$ cat src/rtl/regfile_loader.sv
// Host-side burst loader for the DSP register file: write bursts drive the write
// port, read bursts fetch one word at a time onto a valid/ready output stream.
module regfile_loader #(
  parameter int REGADDR_WIDTH = 5,
  parameter int DATA_WIDTH    = 32,
  parameter int COUNT_WIDTH   = REGADDR_WIDTH + 1
) (
  input  logic                     clk,
  input  logic                     rst_n,
  input  logic                     in_valid_i,
  output logic                     in_ready_o,
  input  logic [DATA_WIDTH-1:0]    in_data_i,
  output logic                     out_valid_o,
  input  logic                     out_ready_i,
  output logic [DATA_WIDTH-1:0]    out_data_o,
  output logic [REGADDR_WIDTH-1:0] writeAddr_o,
  output logic [DATA_WIDTH-1:0]    dataW_o,
  output logic                     writeEnable_o,
  output logic [REGADDR_WIDTH-1:0] readAddr_o,
  input  logic [DATA_WIDTH-1:0]    dataR_i,
  output logic                     busy_o,
  output logic                     error_o
);

  localparam int CNT_LSB = REGADDR_WIDTH + 2;
  localparam logic [1:0] OP_WRITE = 2'b01;
  localparam logic [1:0] OP_READ  = 2'b10;
  localparam logic [REGADDR_WIDTH-1:0] ADDR_ONE  = REGADDR_WIDTH'(1'b1);
  localparam logic [REGADDR_WIDTH-1:0] ADDR_ZERO = {REGADDR_WIDTH{1'b0}};
  localparam logic [COUNT_WIDTH-1:0]   CNT_ONE   = COUNT_WIDTH'(1'b1);
  localparam logic [COUNT_WIDTH-1:0]   CNT_ZERO  = {COUNT_WIDTH{1'b0}};
  localparam logic [DATA_WIDTH-1:0]    DATA_ZERO = {DATA_WIDTH{1'b0}};

  typedef enum logic [2:0] {
    ST_IDLE    = 3'd0,
    ST_WRITE   = 3'd1,
    ST_RD_ADDR = 3'd2,
    ST_RD_CAP  = 3'd3,
    ST_RD_OUT  = 3'd4
  } state_t;

  state_t                   state_q, state_d;
  logic [REGADDR_WIDTH-1:0] addr_q, addr_d;
  logic [COUNT_WIDTH-1:0]   cnt_q, cnt_d;
  logic [REGADDR_WIDTH-1:0] wr_addr_q, wr_addr_d;
  logic [DATA_WIDTH-1:0]    wr_data_q, wr_data_d;
  logic                     we_q, we_d;
  logic [REGADDR_WIDTH-1:0] rd_addr_q, rd_addr_d;
  logic [DATA_WIDTH-1:0]    out_data_q, out_data_d;
  logic                     out_valid_q, out_valid_d;
  logic                     err_q, err_d;
  logic                     in_ready_q, in_ready_d;
  logic                     busy_q, busy_d;

  logic                     in_hs_s;
  logic [1:0]               hdr_op_s;
  logic [REGADDR_WIDTH-1:0] hdr_addr_s;
  logic [COUNT_WIDTH-1:0]   hdr_cnt_s;

  assign in_hs_s    = in_valid_i & in_ready_q;
  assign hdr_op_s   = in_data_i[1:0];
  assign hdr_addr_s = in_data_i[CNT_LSB-1:2];
  assign hdr_cnt_s  = in_data_i[CNT_LSB+COUNT_WIDTH-1:CNT_LSB];

  // Burst sequencing: next state plus every registered output's next value
  always_comb begin
    state_d     = state_q;
    addr_d      = addr_q;
    cnt_d       = cnt_q;
    wr_addr_d   = wr_addr_q;
    wr_data_d   = wr_data_q;
    we_d        = 1'b0;
    rd_addr_d   = rd_addr_q;
    out_data_d  = out_data_q;
    out_valid_d = out_valid_q;
    err_d       = 1'b0;
    case (state_q)
      ST_IDLE: begin
        if (in_hs_s) begin
          addr_d = hdr_addr_s;
          cnt_d  = hdr_cnt_s;
          if (hdr_op_s == OP_WRITE) begin
            state_d = (hdr_cnt_s != CNT_ZERO) ? ST_WRITE : ST_IDLE;
          end else if (hdr_op_s == OP_READ) begin
            if (hdr_cnt_s != CNT_ZERO) begin
              state_d   = ST_RD_ADDR;
              rd_addr_d = hdr_addr_s;
            end else begin
              state_d = ST_IDLE;
            end
          end else begin
            err_d = 1'b1;
          end
        end else begin
          state_d = ST_IDLE;
        end
      end
      ST_WRITE: begin
        if (in_hs_s) begin
          we_d      = 1'b1;
          wr_addr_d = addr_q;
          wr_data_d = in_data_i;
          addr_d    = addr_q + ADDR_ONE;
          cnt_d     = cnt_q - CNT_ONE;
          state_d   = (cnt_q == CNT_ONE) ? ST_IDLE : ST_WRITE;
        end else begin
          state_d = ST_WRITE;
        end
      end
      // readAddr was presented on entry, so dataR is valid by the following cycle
      ST_RD_ADDR: state_d = ST_RD_CAP;
      ST_RD_CAP: begin
        out_data_d  = dataR_i;
        out_valid_d = 1'b1;
        state_d     = ST_RD_OUT;
      end
      ST_RD_OUT: begin
        if (out_ready_i) begin
          out_valid_d = 1'b0;
          addr_d      = addr_q + ADDR_ONE;
          cnt_d       = cnt_q - CNT_ONE;
          if (cnt_q == CNT_ONE) begin
            state_d = ST_IDLE;
          end else begin
            state_d   = ST_RD_ADDR;
            rd_addr_d = addr_q + ADDR_ONE;
          end
        end else begin
          state_d = ST_RD_OUT;
        end
      end
      default: state_d = ST_IDLE;
    endcase
    in_ready_d = (state_d == ST_IDLE) || (state_d == ST_WRITE);
    busy_d     = (state_d != ST_IDLE);
  end

  // State register
  always_ff @(posedge clk or negedge rst_n) begin
    if (!rst_n) begin
      state_q <= ST_IDLE;
    end else begin
      state_q <= state_d;
    end
  end

  // Burst bookkeeping and registered outputs
  always_ff @(posedge clk or negedge rst_n) begin
    if (!rst_n) begin
      addr_q      <= ADDR_ZERO;
      cnt_q       <= CNT_ZERO;
      wr_addr_q   <= ADDR_ZERO;
      wr_data_q   <= DATA_ZERO;
      we_q        <= 1'b0;
      rd_addr_q   <= ADDR_ZERO;
      out_data_q  <= DATA_ZERO;
      out_valid_q <= 1'b0;
      err_q       <= 1'b0;
      in_ready_q  <= 1'b0;
      busy_q      <= 1'b0;
    end else begin
      addr_q      <= addr_d;
      cnt_q       <= cnt_d;
      wr_addr_q   <= wr_addr_d;
      wr_data_q   <= wr_data_d;
      we_q        <= we_d;
      rd_addr_q   <= rd_addr_d;
      out_data_q  <= out_data_d;
      out_valid_q <= out_valid_d;
      err_q       <= err_d;
      in_ready_q  <= in_ready_d;
      busy_q      <= busy_d;
    end
  end

  assign in_ready_o    = in_ready_q;
  assign out_valid_o   = out_valid_q;
  assign out_data_o    = out_data_q;
  assign writeAddr_o   = wr_addr_q;
  assign dataW_o       = wr_data_q;
  assign writeEnable_o = we_q;
  assign readAddr_o    = rd_addr_q;
  assign busy_o        = busy_q;
  assign error_o       = err_q;

endmodule

$ cat config.mk
export PLATFORM = sky130hd
export DESIGN_NAME = regfile_loader
export DESIGN_NICKNAME = d
export VERILOG_FILES = /design/src/rtl/regfile_loader.sv
export SDC_FILE = /design/constraint.sdc
export NUM_CORES = 1
export LEC_CHECK = 0
export CAP_MARGIN = 25
export CORE_ASPECT_RATIO = 0.8
export CORE_MARGIN = 8
export CORE_UTILIZATION = 40
export DETAILED_ROUTE_END_ITERATION = 10
export PLACE_DENSITY_LB_ADDON = 0.05
export SLEW_MARGIN = 20
export SYNTH_ARGS = -nofsm -noshare
export SYNTH_HDL_FRONTEND = slang
export SYNTH_SLANG_ARGS = --single-unit
$ cat constraint.sdc
create_clock -name clk -period 1.8 [get_ports clk]
set_input_delay 0.36 -clock clk [delete_from_list [all_inputs] [get_ports clk]]
set_output_delay 0.36 -clock clk [all_outputs]
set_load 0.01 [all_outputs]
==> results of run 1 <==
[layer usage]
layer | global-route usage | part of all wire | vias to the layer above
met2 | 0.253 | 0.45 | 103
met4 | 0.0483 | 0.011 | 0
met1 | 0.193 | 0.43 | 1493
met5 | 0 | 0 | -
li1 | - | - | 1417
met3 | 0.0841 | 0.11 | 13
[layout by cell type, fill, tap and decap left out, types with 4 or more instances in the layout]
| cell type | instances |
|---|---|
| clkdlybuf4s50_1 | 141 |
| dfrtp_1 | 92 |
| mux2_2 | 77 |
| buf_4 | 35 |
| nand2_1 | 17 |
| o21ai_0 | 12 |
| clkbuf_16 | 9 |
| a21oi_1 | 6 |
| inv_1 | 5 |
| nor2_1 | 5 |
| buf_12 | 5 |
| nand3_1 | 4 |
| mux2i_1 | 4 |
| a2bb2oi_1 | 4 |
| dlygate4sd2_1 | 4 |
[registers in the layout, summed over array words and instances, names as in the netlist]
name	count
in_ready_o	1
cnt_q	6
writeEnable_o	1
dataW_o	32
addr_q	5
out_data_o	32
out_valid_o	1
state_q	3
readAddr_o	5
error_o	1
writeAddr_o	5
busy_o	1
[cells by family (layout without fill, tap and decap cells)]
kind of cell	Yosys count	in the layout	synth area share
muxes	81	81	0.226
and+or+nand+nor	48	48	0.0687
xor gates and xnor gates	4	4	0.00875
adders and majority gates	5	5	0.0156
AOI/OAI and AO/OA	41	41	0.0719
buffers and inverters	20	208	0.0275
DFF	93	93	0.581
[worst max path at each step]
stage / start / to / slack (ns) / cells past startpoint
CTS: cnt_q[1] / readAddr_o[4] / -0.04 / 7
finish: cnt_q[1] / readAddr_o[4] / -0.02 / 6
global route: cnt_q[1] / readAddr_o[4] / -0.08 / 6
detailed placement: in_data_i[9] / readAddr_o[4] / -0.44 / 6
floorplan: cnt_q[1] / busy_o / 0.07 / 6
global placement: in_data_i[9] / readAddr_o[4] / -0.42 / 6
[final cells by class]
type	count	area, sq um
Tap cell	136	170
Clock inverter	5	60.1
Clock buffer	11	243
Timing Repair Buffer	186	1820
Sequential cell	93	2330
Inverter	6	22.5
Multi-Input combinational cell	179	1650
Fill cell	810	3400
[report_power, final]
part           switching, mW  leakage [nW]  internal, mW
combinational           2.35          1.40          3.51
sequential             0.623          1.10          3.16
clock                  0.809         0.146          1.12
total                   3.79          2.64          7.79
[stage by stage]
stage / std cells / instance area, sq um / TNS, ns / power, mW / worst slack, ns
floorplan: 292 / 4010 / 0 / 6.56 / 0.0680
global placement: 598 / 5900 / -9.40 / 9.48 / -0.417
detailed placement: 598 / 5900 / -10.52 / 9.60 / -0.442
CTS: 616 / 6250 / -0.170 / 11.7 / -0.0354
global route: 616 / 6290 / -0.404 / 12.4 / -0.0764
finish: 616 / 6290 / -0.0887 / 11.6 / -0.0188
[what timing repair did]
item	CTS	global route
endpoints found under the setup margin	6	17
pin swaps	4	4
gates resized for setup	12	9
hold buffers	1	0
endpoints found under the hold margin	6	0
setup buffers	1	1
==> metrics.yaml, run 1 <==
status: "finished with violations"
violations: "negative setup slack"
h-tree-depth: 3
drive_gt1_frac: 0.321
slowest_delay_ns: 0.52
min_period_ns: 1.82
worst-path-buf-inv: 1
synthTopCellsByArea: "dfrtp_1, mux2_2, nand2_1"
grt_pass1_wl_mm: 17.3
dr.pass1.iters: 4
port_buffers: 146
synth_commonest_cells: "dfrtp_1, mux2_2, nand2_1"
grt-ovfl-total: 0
synth_edf_count: 0
cellPowerDensity_nw_per_um2: 1840
synth_most_common_cell: "dfrtp_1"
setup_viol_count_final: 6
end_kind: "flop"
die-area_sq_um: 13500
yosys_warnings: 0
nets: 548
die_w_um: 128
yosysSeqAreaShare: 0.581
clk_latency_ns: 0.34
diodes: 0
ant_nets: 0
grt_max_degree: 44
relSlewSlack: 0.593
fin_util: 0.649
synth_top_flop_cell: "dfrtp_1"
critical_path_required_ns: 2.03
max_cap_viol_count: 0
row_count: 32
vias_per_cell: 4.91
die_h_um: 106
hp-start: "in_data_i[1]"
rr_worst_depth: 6
path_delay_family: "simple AND/OR/NAND/NOR gates"
clk_pin_slew_ns: 0.07
synth_top_area_frac: 0.581
crit-reg2reg-launch: "cnt_q[1]"
holdWs_ns: 0.449
worst_pin_slew_ns: 0.605
hp-class: "in -> reg"
core_area_sq_um: 9690
setup_ws_ns: -0.0188
numCtsBuffers: 9
finalHoldViolCount: 0
crit_chain: "inv_2 -> ha_4 -> or4b_4 -> o21ai_2 -> a21oi_4 -> mux2_2"
dp_hpwl_mm: 7.98
gp_congestion: 0.822
min_period_over_period: 1.01
hold_end: "dataW_o[1]"
r2r_setup_slack_ns: -0.02
synth_cell_type_count: 45
wl_mm: 10.6
fmax_ghz: 0.550
gr-usage-all-layers: 0.163
antenna_found_initial: 0
avgSynthCellArea_sq_um: 13.7
start_kind: "flop"
fin_skew_ns: 0.00590
ios: 147
async_flop_share: 1.00
area_delta_synth_final_pct: 57.0
syn_nets: 365
tritoncts: "yes"
clock-sinks: 93
worst-path-max-fanout: 5
cp.arrival_ns: 2.04
slew_viol_final: 0
grt_pass1_vias: 3312
drt_iter0_markers: 141
cts.path.max_buffers: 2
leakagePower_nw: 2.64
drc: 0
wl_per_cell_um: 17.3
vdd_ir_drop_max_v: 0.00102
holdPathStages: 2
ys_seq_elements: 93
routed-via-count: 3026
synth_top_cell_by_area: "dfrtp_1"
slowest_stage: "or4b_4"
path_class: "reg -> reg"
cts_root_buf: "clkbuf_16"
syn_area_sq_um: 4010
rsz0062_at_grt: "yes"
r2r_end: "readAddr_o[4]"
start_util: 0.413
syn-instance-count: 292
(Power assumes the default switching activity.)
==> run 2: changes to the inputs <==
--- a/config.mk
+++ b/config.mk
@@ -9,6 +9,7 @@
 export CORE_ASPECT_RATIO = 0.8
 export CORE_MARGIN = 8
 export CORE_UTILIZATION = 40
+export CTS_CLUSTER_DIAMETER = 120
 export DETAILED_ROUTE_END_ITERATION = 10
 export PLACE_DENSITY_LB_ADDON = 0.05
 export SLEW_MARGIN = 20
==> results of run 2 <==
The final DEF is identical to that of run 1; final timing and power are the same.
==> run 3: changes to the inputs <==
--- a/config.mk
+++ b/config.mk
@@ -16,3 +16,4 @@
 export SYNTH_ARGS = -nofsm -noshare
 export SYNTH_HDL_FRONTEND = slang
 export SYNTH_SLANG_ARGS = --single-unit
+export TNS_END_PERCENT = 10
==> run 3 against run 2 <==
Compared with the run above: critical path type unchanged; die area stayed put; clock power hardly changed; fmax is 0.31% higher; utilization is 0.052 points higher; power is 0.22% higher; highest routed layer unchanged; largest cell class unchanged; first-iteration DRC count is 6.4% lower; global-route usage stayed put; count of clock-buffer cells in the layout stayed put; the flow still finishes with violations (negative setup slack); worst setup slack better by 0.0055 ns; clock skew is 0.00095 ns lower; critical path depth stayed put.
==> metrics.yaml, run 3 (synthesis gave the netlist of run 1 again) <==
status: "finished with violations"
violations: "negative setup slack"
cts_root_buf: "clkbuf_16"
busiest_layer: "met2"
start_kind: "flop"
holdPathStages: 2
setup_viol_count_final: 6
p_sw_mw: 3.79
hold_end: "dataW_o[1]"
p_int_mw: 7.81
swShare: 0.327
drc: 0
diodes: 0
seqPwrFrac: 0.326
clock-sinks: 93
worstSetupPathDepth: 6
r2r_setup_slack_ns: -0.01
hp-start: "in_data_i[1]"
gp_congestion: 0.822
use_met2: 0.253
path_delay_family: "simple AND/OR/NAND/NOR gates"
tritoncts: "yes"
mostFrequentLayoutCells: "clkdlybuf4s50_1, dfrtp_1, mux2_2, buf_4, nand2_1"
dp_hpwl_mm: 7.98
leakagePower_nw: 2.65
grt-ovfl-total: 0
min_period_over_period: 1.01
slew_viol_final: 0
cellPowerDensity_nw_per_um2: 1840
gr-usage-all-layers: 0.163
drive_gt1_frac: 0.321
vias_per_cell: 4.88
worst-path-buf-inv: 1
slowest_stage: "or4b_4"
drt_iter0_markers: 132
mostFrequentLayoutCell: "clkdlybuf4s50_1"
max_cap_viol_count: 0
relSlewSlack: 0.596
die_h_um: 106
wl_mm: 10.6
grt_max_degree: 44
path_class: "reg -> reg"
clk_pin_slew_ns: 0.06
h-tree-depth: 3
numCtsBuffers: 9
antenna_found_initial: 0
critical_path_required_ns: 2.03
routed-via-count: 3004
cts.path.max_buffers: 2
final_area_sq_um: 6290
combPwrFrac: 0.508
use_met3: 0.0841
die_w_um: 128
rr_worst_depth: 6
core_area_sq_um: 9690
fin_skew_ns: 0.00495
die-area_sq_um: 13500
use_met1: 0.193
ant_nets: 0
fillers: 809
wl_per_cell_um: 17.3
placed_cell_area_sq_um: 5900
fmax_ghz: 0.552
min_period_ns: 1.81
finalHoldViolCount: 0
vdd_ir_drop_max_v: 0.00102
regArea_sq_um: 2330
nets: 548
setup_ws_ns: -0.0132
rsz0062_at_grt: "yes"
row_count: 32
end_kind: "flop"
multi_input_area_sq_um: 1650
worst_pin_slew_ns: 0.600
grt_pass1_wl_mm: 17.3
crit_chain: "inv_2 -> ha_4 -> or4b_4 -> o21ai_2 -> a21oi_4 -> mux2_2"
dr.pass1.iters: 4
grt_pass1_vias: 3314
slowest_delay_ns: 0.52
area_delta_synth_final_pct: 57.2
clkPwrFrac: 0.166
hp-class: "in -> reg"
clk_latency_ns: 0.34
ios: 147
crit-reg2reg-launch: "cnt_q[1]"
start_util: 0.413
cp.arrival_ns: 2.04
port_buffers: 146
r2r_end: "readAddr_o[4]"
preCtsSetupSlack_ns: -0.442
worst-path-max-fanout: 5
fin_util: 0.650
-- run 3: area by class of cell --
cell class | instances | share of cell area
well taps | 136 | 0.0270
clock buffers | 11 | 0.0386
multi-input cells | 179 | 0.262
flip-flops and latches | 93 | 0.370
repair buffers | 186 | 0.289
inverters | 6 | 0.00358
clock inverters | 5 | 0.00954
-- run 3: worst max path at each step --
| stage | from | end | slack [ns] |
|---|---|---|---|
| floorplan | cnt_q[1] | busy_o | 0.07 |
| global placement | in_data_i[9] | readAddr_o[4] | -0.42 |
| detailed placement | in_data_i[9] | readAddr_o[4] | -0.44 |
| CTS | cnt_q[1] | readAddr_o[4] | -0.04 |
| global route | cnt_q[1] | readAddr_o[4] | -0.08 |
| finish | cnt_q[1] | readAddr_o[4] | -0.01 |
-- run 3: routing by layer --
layer	part of all wire	vias to the layer above
met2	0.44	99
met5	0	-
met3	0.11	13
met1	0.44	1474
li1	-	1418
met4	0.011	0
-- run 3: power by group through the flow --
stage / Combinational [mW] / Sequential (mW) / Clock [mW]
after global placement: 5.74 / 3.74 / 0
after detailed placement: 5.81 / 3.79 / 0
after CTS: 5.89 / 3.79 / 1.99
final: 5.90 / 3.79 / 1.92
after global routing: 6.36 / 3.95 / 2.07
after floorplan: 2.41 / 4.15 / 0
-- run 3: metrics by stage --
stage               setup TNS (ns)  power [mW]  hold WS [ns]  instances
global route                -0.404        12.4         0.464        616
finish                     -0.0596        11.6         0.449        616
detailed placement          -10.52        9.60         0.364        598
CTS                         -0.170        11.7         0.446        616
floorplan                        0        6.56        0.0644        292
global placement             -9.40        9.48         0.368        598
-- run 3: timing repair --
action,in CTS,in global routing
gates resized for setup,12,10
pin swaps,4,4
buffers inserted,1,1
cloned,0,0
hold buffers,1,0
setup endpoints to repair,6,17
hold endpoints to repair,6,0
